<file path="config.mk">
export PLATFORM = sky130hd
export DESIGN_NAME = adder_arbiter_flat
export DESIGN_NICKNAME = d
export VERILOG_FILES = /design/src/rtl/adder_arb_pkg.sv /design/src/rtl/adder_arbiter_if.sv /design/src/rtl/adder_arbiter_rr_arbiter.sv /design/src/rtl/adder_arbiter.sv /design/src/flat_wrapper.sv
export SDC_FILE = /design/constraint.sdc
export NUM_CORES = 1
export LEC_CHECK = 0
export ABC_AREA = 1
export CAP_MARGIN = 20
export CORE_AREA = 4 4 41 43
export CTS_BUF_LIST = sky130_fd_sc_hd__clkbuf_8
export DETAILED_ROUTE_END_ITERATION = 8
export DIE_AREA = 0 0 45 47
export DONT_BUFFER_PORTS = 1
export GPL_ROUTABILITY_DRIVEN = 0
export PLACE_DENSITY = 0.72
export SKIP_LAST_GASP = 1
export SLEW_MARGIN = 40
export SYNTH_ARGS = -nofsm -noshare
export SYNTH_HDL_FRONTEND = slang
export SYNTH_HIERARCHICAL = 1
export SYNTH_SLANG_ARGS = --single-unit
</file>
<file path="constraint.sdc">
create_clock -name clk -period 3.2 [get_ports clk]
set_input_delay 0.64 -clock clk [delete_from_list [all_inputs] [get_ports clk]]
set_output_delay 0.64 -clock clk [all_outputs]
set_load 0.01 [all_outputs]
</file>
<file path="src/rtl/adder_arb_pkg.sv">
// Shared types and helpers for the shared-adder arbiter: FSM state encoding,
// default sizes and the requester-index width function.
package adder_arb_pkg;

  typedef enum logic {
    ST_IDLE = 1'b0,
    ST_HOLD = 1'b1
  } state_t;

  localparam int DEF_SIZE = 4;
  localparam int DEF_NREQ = 4;

  function automatic int idx_width(input int n);
    return (n > 1) ? $clog2(n) : 1;
  endfunction

endpackage

</file>
<file path="src/rtl/adder_arbiter_if.sv">
// Bundle of request/response ports of the shared-adder arbiter.
// Valid/ready: a transfer happens on a rising edge where valid and ready are
// both 1; a source holds valid and payload stable until that edge.
interface adder_arbiter_if
  import adder_arb_pkg::*;
#(
  parameter int SIZE = DEF_SIZE,
  parameter int NREQ = DEF_NREQ
);
  localparam int IDW = idx_width(NREQ);

  logic [NREQ-1:0]      req_valid;
  logic [NREQ-1:0]      req_ready;
  logic [NREQ*SIZE-1:0] req_a;
  logic [NREQ*SIZE-1:0] req_b;
  logic                 res_valid;
  logic                 res_ready;
  logic [SIZE:0]        res_data;
  logic [IDW-1:0]       res_id;
  state_t               dbg_state;

  modport slave (
    input  req_valid, req_a, req_b, res_ready,
    output req_ready, res_valid, res_data, res_id, dbg_state
  );

  modport master (
    output req_valid, req_a, req_b, res_ready,
    input  req_ready, res_valid, res_data, res_id, dbg_state
  );

endinterface

</file>
<file path="src/rtl/adder_arbiter_rr_arbiter.sv">
// Combinational grant selection: round-robin from ptr when ADDER_ARB_RR_EN is
// defined, otherwise fixed priority with index 0 highest.
module rr_arbiter
  import adder_arb_pkg::*;
#(
  parameter int  NREQ = DEF_NREQ,
  localparam int IDW  = idx_width(NREQ)
) (
  input  logic [NREQ-1:0] req,
  input  logic [IDW-1:0]  ptr,
  input  logic            en,
  output logic [NREQ-1:0] grant,
  output logic [IDW-1:0]  grant_id
);

  logic [IDW-1:0] start;
  logic [IDW-1:0] idx;
  logic           found;

`ifdef ADDER_ARB_RR_EN
  assign start = ptr;
`else
  logic unused_ptr;
  assign unused_ptr = ^ptr;
  assign start      = '0;
`endif

  // NREQ is a power of two, so the IDW-bit add wraps the search naturally.
  always_comb begin
    grant    = '0;
    grant_id = '0;
    found    = 1'b0;
    idx      = '0;
    for (int k = 0; k < NREQ; k++) begin
      idx = start + IDW'(k);
      if (!found && req[idx]) begin
        found    = 1'b1;
        grant_id = idx;
      end
    end
    if (found && en) grant[grant_id] = 1'b1;
  end

endmodule

</file>
<file path="src/rtl/adder_arbiter.sv">
// One SIZE-bit adder shared by NREQ requesters with a registered result port.
// Define ADDER_ARB_RR_EN for round-robin arbitration; default is fixed priority.
module adder_arbiter
  import adder_arb_pkg::*;
#(
  parameter int SIZE = DEF_SIZE,
  parameter int NREQ = DEF_NREQ
) (
  input logic            clk,
  input logic            reset,
  adder_arbiter_if.slave bus
);
  localparam int IDW = idx_width(NREQ);

  state_t          state_q, state_d;
  logic [SIZE:0]   res_data_q, res_data_d;
  logic [IDW-1:0]  res_id_q, res_id_d;
  logic [IDW-1:0]  ptr;
  logic [NREQ-1:0] grant;
  logic [IDW-1:0]  grant_id;
  logic            grant_en;
  logic            accept;
  logic [SIZE-1:0] op_a, op_b;

  // A new operand pair may enter only when the result register is empty or drains now.
  assign grant_en = (state_q == ST_IDLE || bus.res_ready) && !reset;
  assign accept   = grant_en && |bus.req_valid;

  rr_arbiter #(.NREQ(NREQ)) u_arb (
    .req      (bus.req_valid),
    .ptr      (ptr),
    .en       (grant_en),
    .grant    (grant),
    .grant_id (grant_id)
  );

`ifdef ADDER_ARB_RR_EN
  logic [IDW-1:0] ptr_q, ptr_d;
  assign ptr_d = accept ? grant_id + IDW'(1) : ptr_q;
  always_ff @(posedge clk) begin
    if (reset) ptr_q <= '0;
    else       ptr_q <= ptr_d;
  end
  assign ptr = ptr_q;
`else
  assign ptr = '0;
`endif

  always_ff @(posedge clk) begin
    if (reset) state_q <= ST_IDLE;
    else       state_q <= state_d;
  end

  always_comb begin
    state_d = state_q;
    unique case (state_q)
      ST_IDLE: if (accept) state_d = ST_HOLD;
      ST_HOLD: if (!accept && bus.res_ready) state_d = ST_IDLE;
      default: state_d = ST_IDLE;
    endcase
  end

  always_comb begin
    bus.res_valid = (state_q == ST_HOLD);
    bus.req_ready = grant;
    bus.dbg_state = state_q;
  end

  // Operands only reach the result register, never an output combinationally.
  assign op_a       = bus.req_a[int'(grant_id)*SIZE +: SIZE];
  assign op_b       = bus.req_b[int'(grant_id)*SIZE +: SIZE];
  assign res_data_d = accept ? ({1'b0, op_a} + {1'b0, op_b}) : res_data_q;
  assign res_id_d   = accept ? grant_id : res_id_q;

  always_ff @(posedge clk) begin
    if (reset) begin
      res_data_q <= '0;
      res_id_q   <= '0;
    end else begin
      res_data_q <= res_data_d;
      res_id_q   <= res_id_d;
    end
  end

  assign bus.res_data = res_data_q;
  assign bus.res_id   = res_id_q;

endmodule

</file>
<file path="src/flat_wrapper.sv">
// flat-port wrapper written by rule: the top's interface ports become plain ports
module adder_arbiter_flat import adder_arb_pkg::*;
#(
  parameter int SIZE = DEF_SIZE,
  parameter int NREQ = DEF_NREQ
)
  (clk, reset, bus_req_valid, bus_req_a, bus_req_b, bus_res_ready, bus_req_ready, bus_res_valid, bus_res_data, bus_res_id, bus_dbg_state);
  adder_arbiter_if #(.SIZE(SIZE), .NREQ(NREQ)) bus_i ();
  input logic clk;
  input logic reset;
  input wire logic [$bits(bus_i.req_valid)-1:0] bus_req_valid;
  input wire logic [$bits(bus_i.req_a)-1:0] bus_req_a;
  input wire logic [$bits(bus_i.req_b)-1:0] bus_req_b;
  input wire logic [$bits(bus_i.res_ready)-1:0] bus_res_ready;
  output wire logic [$bits(bus_i.req_ready)-1:0] bus_req_ready;
  output wire logic [$bits(bus_i.res_valid)-1:0] bus_res_valid;
  output wire logic [$bits(bus_i.res_data)-1:0] bus_res_data;
  output wire logic [$bits(bus_i.res_id)-1:0] bus_res_id;
  output wire logic [$bits(bus_i.dbg_state)-1:0] bus_dbg_state;
  assign bus_i.req_valid = bus_req_valid;
  assign bus_i.req_a = bus_req_a;
  assign bus_i.req_b = bus_req_b;
  assign bus_i.res_ready = bus_res_ready;
  assign bus_req_ready = bus_i.req_ready;
  assign bus_res_valid = bus_i.res_valid;
  assign bus_res_data = bus_i.res_data;
  assign bus_res_id = bus_i.res_id;
  assign bus_dbg_state = bus_i.dbg_state;
  adder_arbiter #(.SIZE(SIZE), .NREQ(NREQ)) u_core (.clk(clk), .reset(reset), .bus(bus_i));
endmodule
</file>
[Word-level counts from Yosys, hierarchy flattened]
Index checks and enable logic that the tools add are counted.
Cells by class
  add/sub/neg operators: 1
  order comparisons: 2
  shifts and indexed selects: 2
  muxes and demuxes: 13
  bitwise operators: 1
  reductions and logical operators: 15
Operators by type and width (number)
  16-bit by 5-bit variable part select with 4-bit output: 2
  1-bit logical AND: 8
  1-bit two-way mux: 8
  4-bit by 4-bit adder with 5-bit output: 1
  1-bit zero test: 5
  2-bit two-way mux: 2
  4-bit two-way mux: 1
  4-bit OR reduction: 1
  2-bit by 3-bit less-than comparator with 1-bit output (second input constant): 1
  1-bit demux with 2-bit select: 1
  2-bit by 1-bit >= comparator with 1-bit output (second input constant): 1
  1-bit one-hot mux with 2 select lines: 1
  1-bit logical OR: 1
  1-bit NOT: 1
Storage, ports and cells
  register bits: 8
  input bits: 39
  output and inout bits: 13

[Depth between registers and ports, before layout]
  depth in word-level cells: 15
  mapped depth: 13

[Modules after synthesis]
The synthesis kept the hierarchy.
Modules (own cells, without submodules)
  adder_arbiter: instances 1, cells an instance 103, area an instance 670.6 µm², seq. area each 160.2 µm²
  rr_arbiter: instances 1, cells an instance 17, area an instance 78.8 µm², seq. area each 0.0 µm²

[Worst setup path before layout]
Ideal clock, no wire load.
  kind: input port to flip-flop
  from: input bus_req_valid[1]
  to: register u_core.res_data_q[4], in the netlist u_core/bus.res_data[4]
  data arrival time: 2415 ps
  data required time: 3081 ps
  slack: 666 ps
  cell stages on the path: 13
  cells stage by stage: nor2_2 -> nand3_2 -> nand2_1 -> inv_2 -> buf_6 -> nor2_1 -> o22ai_1 -> ha_1 -> fa_1 -> nand2_1 -> a21oi_1 -> o21ai_0 -> nand2_1
On the way
  longest elaborated chain between the ends: 10
  elaborated cells between the ends (all ways): 15
RTL lines
  from (decl): RTL line flat_wrapper.sv:11  | input wire logic [$bits(bus_i.req_valid)-1:0] bus_req_valid;
  1-bit logical AND *: RTL line adder_arbiter_rr_arbiter.sv:36  | if (!found && req[idx]) begin
  1-bit two-way mux: RTL line adder_arbiter_rr_arbiter.sv:36
  1-bit zero test: RTL line adder_arbiter_rr_arbiter.sv:36
  1-bit logical AND: RTL line adder_arbiter_rr_arbiter.sv:36
  1-bit two-way mux: RTL line adder_arbiter_rr_arbiter.sv:36
  1-bit zero test: RTL line adder_arbiter_rr_arbiter.sv:36
  1-bit logical AND: RTL line adder_arbiter_rr_arbiter.sv:36
  2-bit two-way mux *: RTL line adder_arbiter_rr_arbiter.sv:36
  net u_core.grant_id[0]: RTL line adder_arbiter.sv:20  | logic [IDW-1:0] grant_id;
  16-bit by 5-bit variable part select with 4-bit output, on equally long branches: RTL line adder_arbiter.sv:70, adder_arbiter.sv:71
  4-bit by 4-bit adder with 5-bit output *: RTL line adder_arbiter.sv:72  | assign res_data_d = accept ? ({1'b0, op_a} + {1'b0, op_b}) : res_data_q;
  to (signal assigned): RTL line adder_arbiter.sv:80  | res_data_q <= res_data_d;
  to (decl): RTL line adder_arbiter.sv:16  | logic [SIZE:0] res_data_q, res_data_d;
Mark *: on every way through the listed nets, which the timed path passes. The rest lies on a longest branch.
A chain may end at the register's enable or synchronous reset.

[Worst setup path in the final report]
  from: input bus_req_valid[1]
  to: register u_core.res_data_q[4], in the netlist u_core/bus.res_data[4]
On the way
  longest elaborated chain between the ends: 10
  elaborated cells between the ends (all ways): 15
RTL lines (RTL line)
  1-bit logical AND *: adder_arbiter_rr_arbiter.sv:36
  1-bit two-way mux *: adder_arbiter_rr_arbiter.sv:36
  1-bit zero test: adder_arbiter_rr_arbiter.sv:36
  1-bit logical AND: adder_arbiter_rr_arbiter.sv:36
  1-bit two-way mux: adder_arbiter_rr_arbiter.sv:36
  1-bit zero test: adder_arbiter_rr_arbiter.sv:36
  1-bit logical AND: adder_arbiter_rr_arbiter.sv:36
  2-bit two-way mux *: adder_arbiter_rr_arbiter.sv:36
  net u_core.grant_id[1]: adder_arbiter.sv:20
  16-bit by 5-bit variable part select with 4-bit output, on equally long branches: adder_arbiter.sv:70, adder_arbiter.sv:71
  4-bit by 4-bit adder with 5-bit output *: adder_arbiter.sv:72
Marked as above.

==> metrics.md <==
| Metric | Value |
|---|---|
| Number of nets in the layout | `166` |
| Maximum clock frequency | `414.2 MHz` |
| CP Launch Point | `bus_req_valid[1]` |
| H-tree Lvls | `1` |
| Outcome | `completed` |
| Setup violators final | `0` |
| Antenna diodes | `0` |
| First-pass DRT Iterations | `4` |
| Initial antenna violation count | `0` |
| Overall power | `363.8 uW` |
| FF-to-FF Start | `u_core/bus.dbg_state` |
| Clk Latency, worst-skew pair | `0.22 ns` |
| Starting DRT DRC Count | `17` |
| Clk buf depth | `2` |
| # rows | `13` |
| Overflow after GRT | `0` |
| Post_cts resized | `0` |
| Setup crit end kind | `register` |
| Vias | `~800` |
| Average size of a mapped cell | `roughly 6.3 um2` |
| Core area | `0.001301 mm2` |
| Most frequent CP cell | `o21ai_0` |
| Die area | `0.002115 mm2` |
| Fin. Hold Viols | `0` |
| Share of cells above drive strength 1 | `9.167%` |
| Setup slack, reg-to-reg | `approximately 2.1 ns` |
| Synth Instances | `119` |
| Mapped Area | `745.7 um2` |
| Post-layout util | `roughly three fifths` |
| Clk slew on worst S/H paths | `~0.040 ns` |
| Routed len/inst | `13.34 um` |
| Net Count, Synth | `163` |
| First-pass GRT wire length | `2815 um` |
| Critical path arrival | `2.53 ns` |
| Cell family with most CP delay | `adder cells` |
| CP Buf/Inv Count | `2` |
| PD cells | `464.5 mW/mm2` |
| Clock Skew | `0.001637 ns` |
| Post-DP Area | `742.0 um2` |
| Worst rel slew slack | `79.50%` |
| Hold Crit Start | `u_core/bus.res_data[0]` |
| Final slew viol count | `0` |
| Die Wd | `45 um` |
| CTS buffer count | `3` |
| Largest net degree at the start of global routing | `18` |
| Top-level port count | `52` |
| Req. time, crit path | `roughly 3.3 ns` |
| Startpoint types | `input port` |
| # hold bufs at CTS | `0` |
| Static Leak | `0.0003640 uW` |
| FF/Latch Area | `160.2 um2` |
| Max Cap Viol | `0` |
| Critical path's largest stage delay | `0.47 ns` |
| Peak supply drop | `0.2620 mV` |
| RSZ-0062 raised after global routing | `false` |
| Starting density of the core | `57.31%` |
| Drc violations | `0` |
| Clk sink count | `8` |
| Layout area overhead | `5.034%` |
| Total Routed Length | `1801 um` |
| Vias per cell | `between 5 and 6` |
| Post-CTS setup buffers | `0` |
| Crit Path Max Fanout | `9` |
| Total track usage | `18.24%` |
| Port bufs | `0` |
| Crit-path cells | `nor2_2, o21ai_0, inv_1, inv_1, o21ai_0, o22ai_1, ha_1, fa_1, nand2_1, a21oi_1, o21ai_0, nand2_1` |
| CTS tree | `built` |
| Crit share post-route | `approximately 75%` |
| Antenna viol nets, final | `0` |
| Fillers | `~140` |
| Period minus WS final | `2.414 ns` |
| Worst Hold Class | `reg -> reg` |
| Chip height | `around 47 um` |
| Area occupied by multi-input gates | `506.7 um2` |
| Setup CP Type | `in -> reg` |
| CTS Root Cell | `clkbuf_8` |
| CP max stage cell | `fa_1` |
| Setup TNS | `0 ns` |
| Worst Tran Pin Value | `roughly 0.3 ns` |
| Final instance area | `783.3 um2` |
| Detailed placement HPWL | `roughly 1500 um` |
| Vias in the first global route | `700` |
| Ys Warns | `6` |
where the power goes:
part,leakage (uW),switching [uW],total (uW),internal (uW)
sequential,0.0000666,17.1,133,116
clock,0.0000216,37.7,119,81.3
combinational,0.000276,67.6,112,44.4
metal layers:
| layer | vias up | routed length [um] | track usage (%) |
|---|---|---|---|
| met2 | 37 | 883 | 31.07 |
| met5 | - | 0 | 0 |
| li1 | 406 | - | - |
| met4 | 0 | 18 | 8.187 |
| met1 | 340 | 734 | 20.69 |
| met3 | 2 | 165 | 6.130 |
cell type report:
cell class / instances / share of cell area [%]
well taps: 15 / 2.396
repair buffers: 1 / 0.9585
flip-flops and latches: 8 / 20.45
clock buffers: 3 / 5.272
multi-input cells: 95 / 64.70
inverters: 13 / 6.230
state kept, by name, indices dropped and copies added, names as in the netlist:
register,count
u_core/bus.dbg_state,1
u_core/bus.res_id,2
u_core/bus.res_data,5
worst paths after layout:
check	to	cells past startpoint
min	u_core/bus.res_data[0]	2
max reg2reg	u_core/bus.res_data[4]	7
max	u_core/bus.res_data[4]	12
min reg2reg	u_core/bus.res_data[0]	2
worst register-to-register path: cells and delay by family (launching register included):
family / cells / cell delay [ns]
simple gates: 4 / 0.41
buf+inv: 2 / 0.12
flops: 1 / 0.43
compound gates: 1 / 0.07
metrics by stage:
step / cells / setup slack (ns) / hold WS [ns]
5_1_grt: 135 / 0.5524 / 0.5403
4_1_cts: 135 / 0.7973 / 0.5124
3_5_place_dp: 132 / 0.5650 / 0.5063
6_report: 135 / 0.7857 / 0.5083
3_3_place_gp: 132 / 0.6702 / 0.5051
2_1_floorplan: 119 / 0.6664 / 0.4870
layout by cell type, fill, tap and decap left out:
| cell | n |
|---|---|
| nand3b_1 | 1 |
| clkbuf_8 | 3 |
| a21boi_0 | 1 |
| nand3_2 | 1 |
| o22ai_1 | 8 |
| a21oi_1 | 3 |
| nand2_4 | 1 |
| inv_1 | 11 |
| buf_4 | 1 |
| o21ai_0 | 20 |
| o21ai_2 | 1 |
| nand3_1 | 10 |
| nor2_1 | 24 |
| xnor2_1 | 1 |
| ha_1 | 4 |
| fa_1 | 1 |
| o21ai_1 | 1 |
| dfxtp_1 | 8 |
| inv_2 | 2 |
| nand2_1 | 16 |
| nor2_2 | 2 |
Note: power is estimated with default switching activity, not from simulation.
==> RTL change: new RTL, same flow settings <==
`res_data_q` no longer has a reset.
--- a/src/rtl/adder_arbiter.sv
+++ b/src/rtl/adder_arbiter.sv
@@ -74,12 +74,14 @@
 
   always_ff @(posedge clk) begin
     if (reset) begin
-      res_data_q <= '0;
       res_id_q   <= '0;
     end else begin
-      res_data_q <= res_data_d;
       res_id_q   <= res_id_d;
     end
+  end
+
+  always_ff @(posedge clk) begin
+    res_data_q <= res_data_d;
   end
 
   assign bus.res_data = res_data_q;
Function: differs if reset is asserted again (counterexample within 4 cycles, from zero or initial values and one cycle with reset high); with reset held inactive, the same outputs for 10 cycles.
==> RTL change against the original RTL <==
Sequential cell count stayed put. Register-to-register slack worse by 60 ps. Routed wire length is 9.7% lower. Total power is 2.1% lower. Non-clock buffer count stayed put. Synthesized area is 11% higher. Setup slack worse by 180 ps. Cell area is 7.2% higher. Fmax is 7.0% lower.
==> RTL change: results (changes against the original RTL) <==
metal2 WL - 786 um (was 883 um)
reg-to-reg slack, setup - 1990 ps (was 2050 ps)
met3 Use GR - 0.01916 (was 0.06130)
Final HPWL DP - 1349 um (was 1505 um)
first-pass GRT wire length - 2415 um (was 2815 um)
met3 routed WL - 119 um (was 165 um)
status - completed (unchanged)
maximum VDD drop - 0.0001591 V (was 0.0002620 V)
M2 GR Usage - 0.2542 (was 0.3107)
Routed wire per std cell - 11.87 um (was 13.34 um)
Crit Path Max Fanout - 21 (was 9)
Final Cycle Share - 0.8112 (was 0.7545)
leakage - 0.4373 nW (was 0.3640 nW)
DRT met1 WL - 701 um (was 734 um)
worst hold slack - 558.2 ps (was 508.3 ps)
largest net degree at the start of global routing - 22 (was 18)
layout cells sized above 1 - 0.05738 (was 0.09167)
Synth Net Count - 167 (was 163)
hold path start - u_core/bus.res_id[0]$_SDFFE_PP0P_ (was u_core/bus.res_data[0]$_SDFFE_PP0P_)
Vias - 714 (was 785)
DRT iter0 DRCs - 18 (was 17)
vias in the first global route - 614 (was 700)
GRT Overall Usage - 0.1559 (was 0.1824)
Worst EP arrival - 2580 ps (was 2530 ps)
DP Worst Slack - 382.4 ps (was 565.0 ps)
==> RTL change: changes by cell type in the layout (fill, tap and decap cells not counted), moves of 7 or more <==
cell / delta
a21oi_1: +7
inv_1: +17
nand2_1: +13
nor2_1: -15
o211ai_1: +8
o21ai_0: -12
o22ai_1: -8
==> RTL change: stage by stage <==
| step | instances | total power [mW] | cell area, um^2 |
|---|---|---|---|
| 2_1_floorplan | 123 | 0.2270 | 824.5 |
| 5_1_grt | 137 | 0.3832 | 839.6 |
| 4_1_cts | 137 | 0.3608 | 839.6 |
| 3_3_place_gp | 133 | 0.2337 | 794.5 |
| 6_report | 137 | 0.3562 | 839.6 |
| 3_5_place_dp | 133 | 0.2364 | 794.5 |
==> RTL change: power breakdown <==
part           switching (mW)  internal (mW)
clock network          0.0379         0.0829
logic                  0.0572         0.0366
registers              0.0120          0.130
==> RTL change: critical path, cell delays in order <==
cell     delay [ps]
nor2_2          160
nand3_2         100
nand2_1         430
buf_4           280
a21oi_1          80
o21ai_0          90
nand2_1          80
ha_1            350
a21oi_1         200
nand2_1          70
nand2_1          60
nand2_1          40
==> RTL change: final timing paths <==
kind | to | cells after the start
setup reg to reg | u_core/bus.res_data[1]$_DFFE_PP_ | 3
hold / removal | u_core/bus.res_id[0]$_SDFFE_PP0P_ | 4
hold reg to reg | u_core/bus.res_id[0]$_SDFFE_PP0P_ | 4
setup / recovery | u_core/bus.res_data[3]$_DFFE_PP_ | 12
==> RTL change: area by class of cell <==
cell class | count | area (um^2)
inverter | 27 | 101.3
tap | 15 | 18.77
multi-input combinational | 82 | 456.7
timing repair buffer | 1 | 7.507
fill | 127 | 461.7
sequential | 8 | 210.2
clock buffer | 3 | 41.29
clock inverter | 1 | 3.754
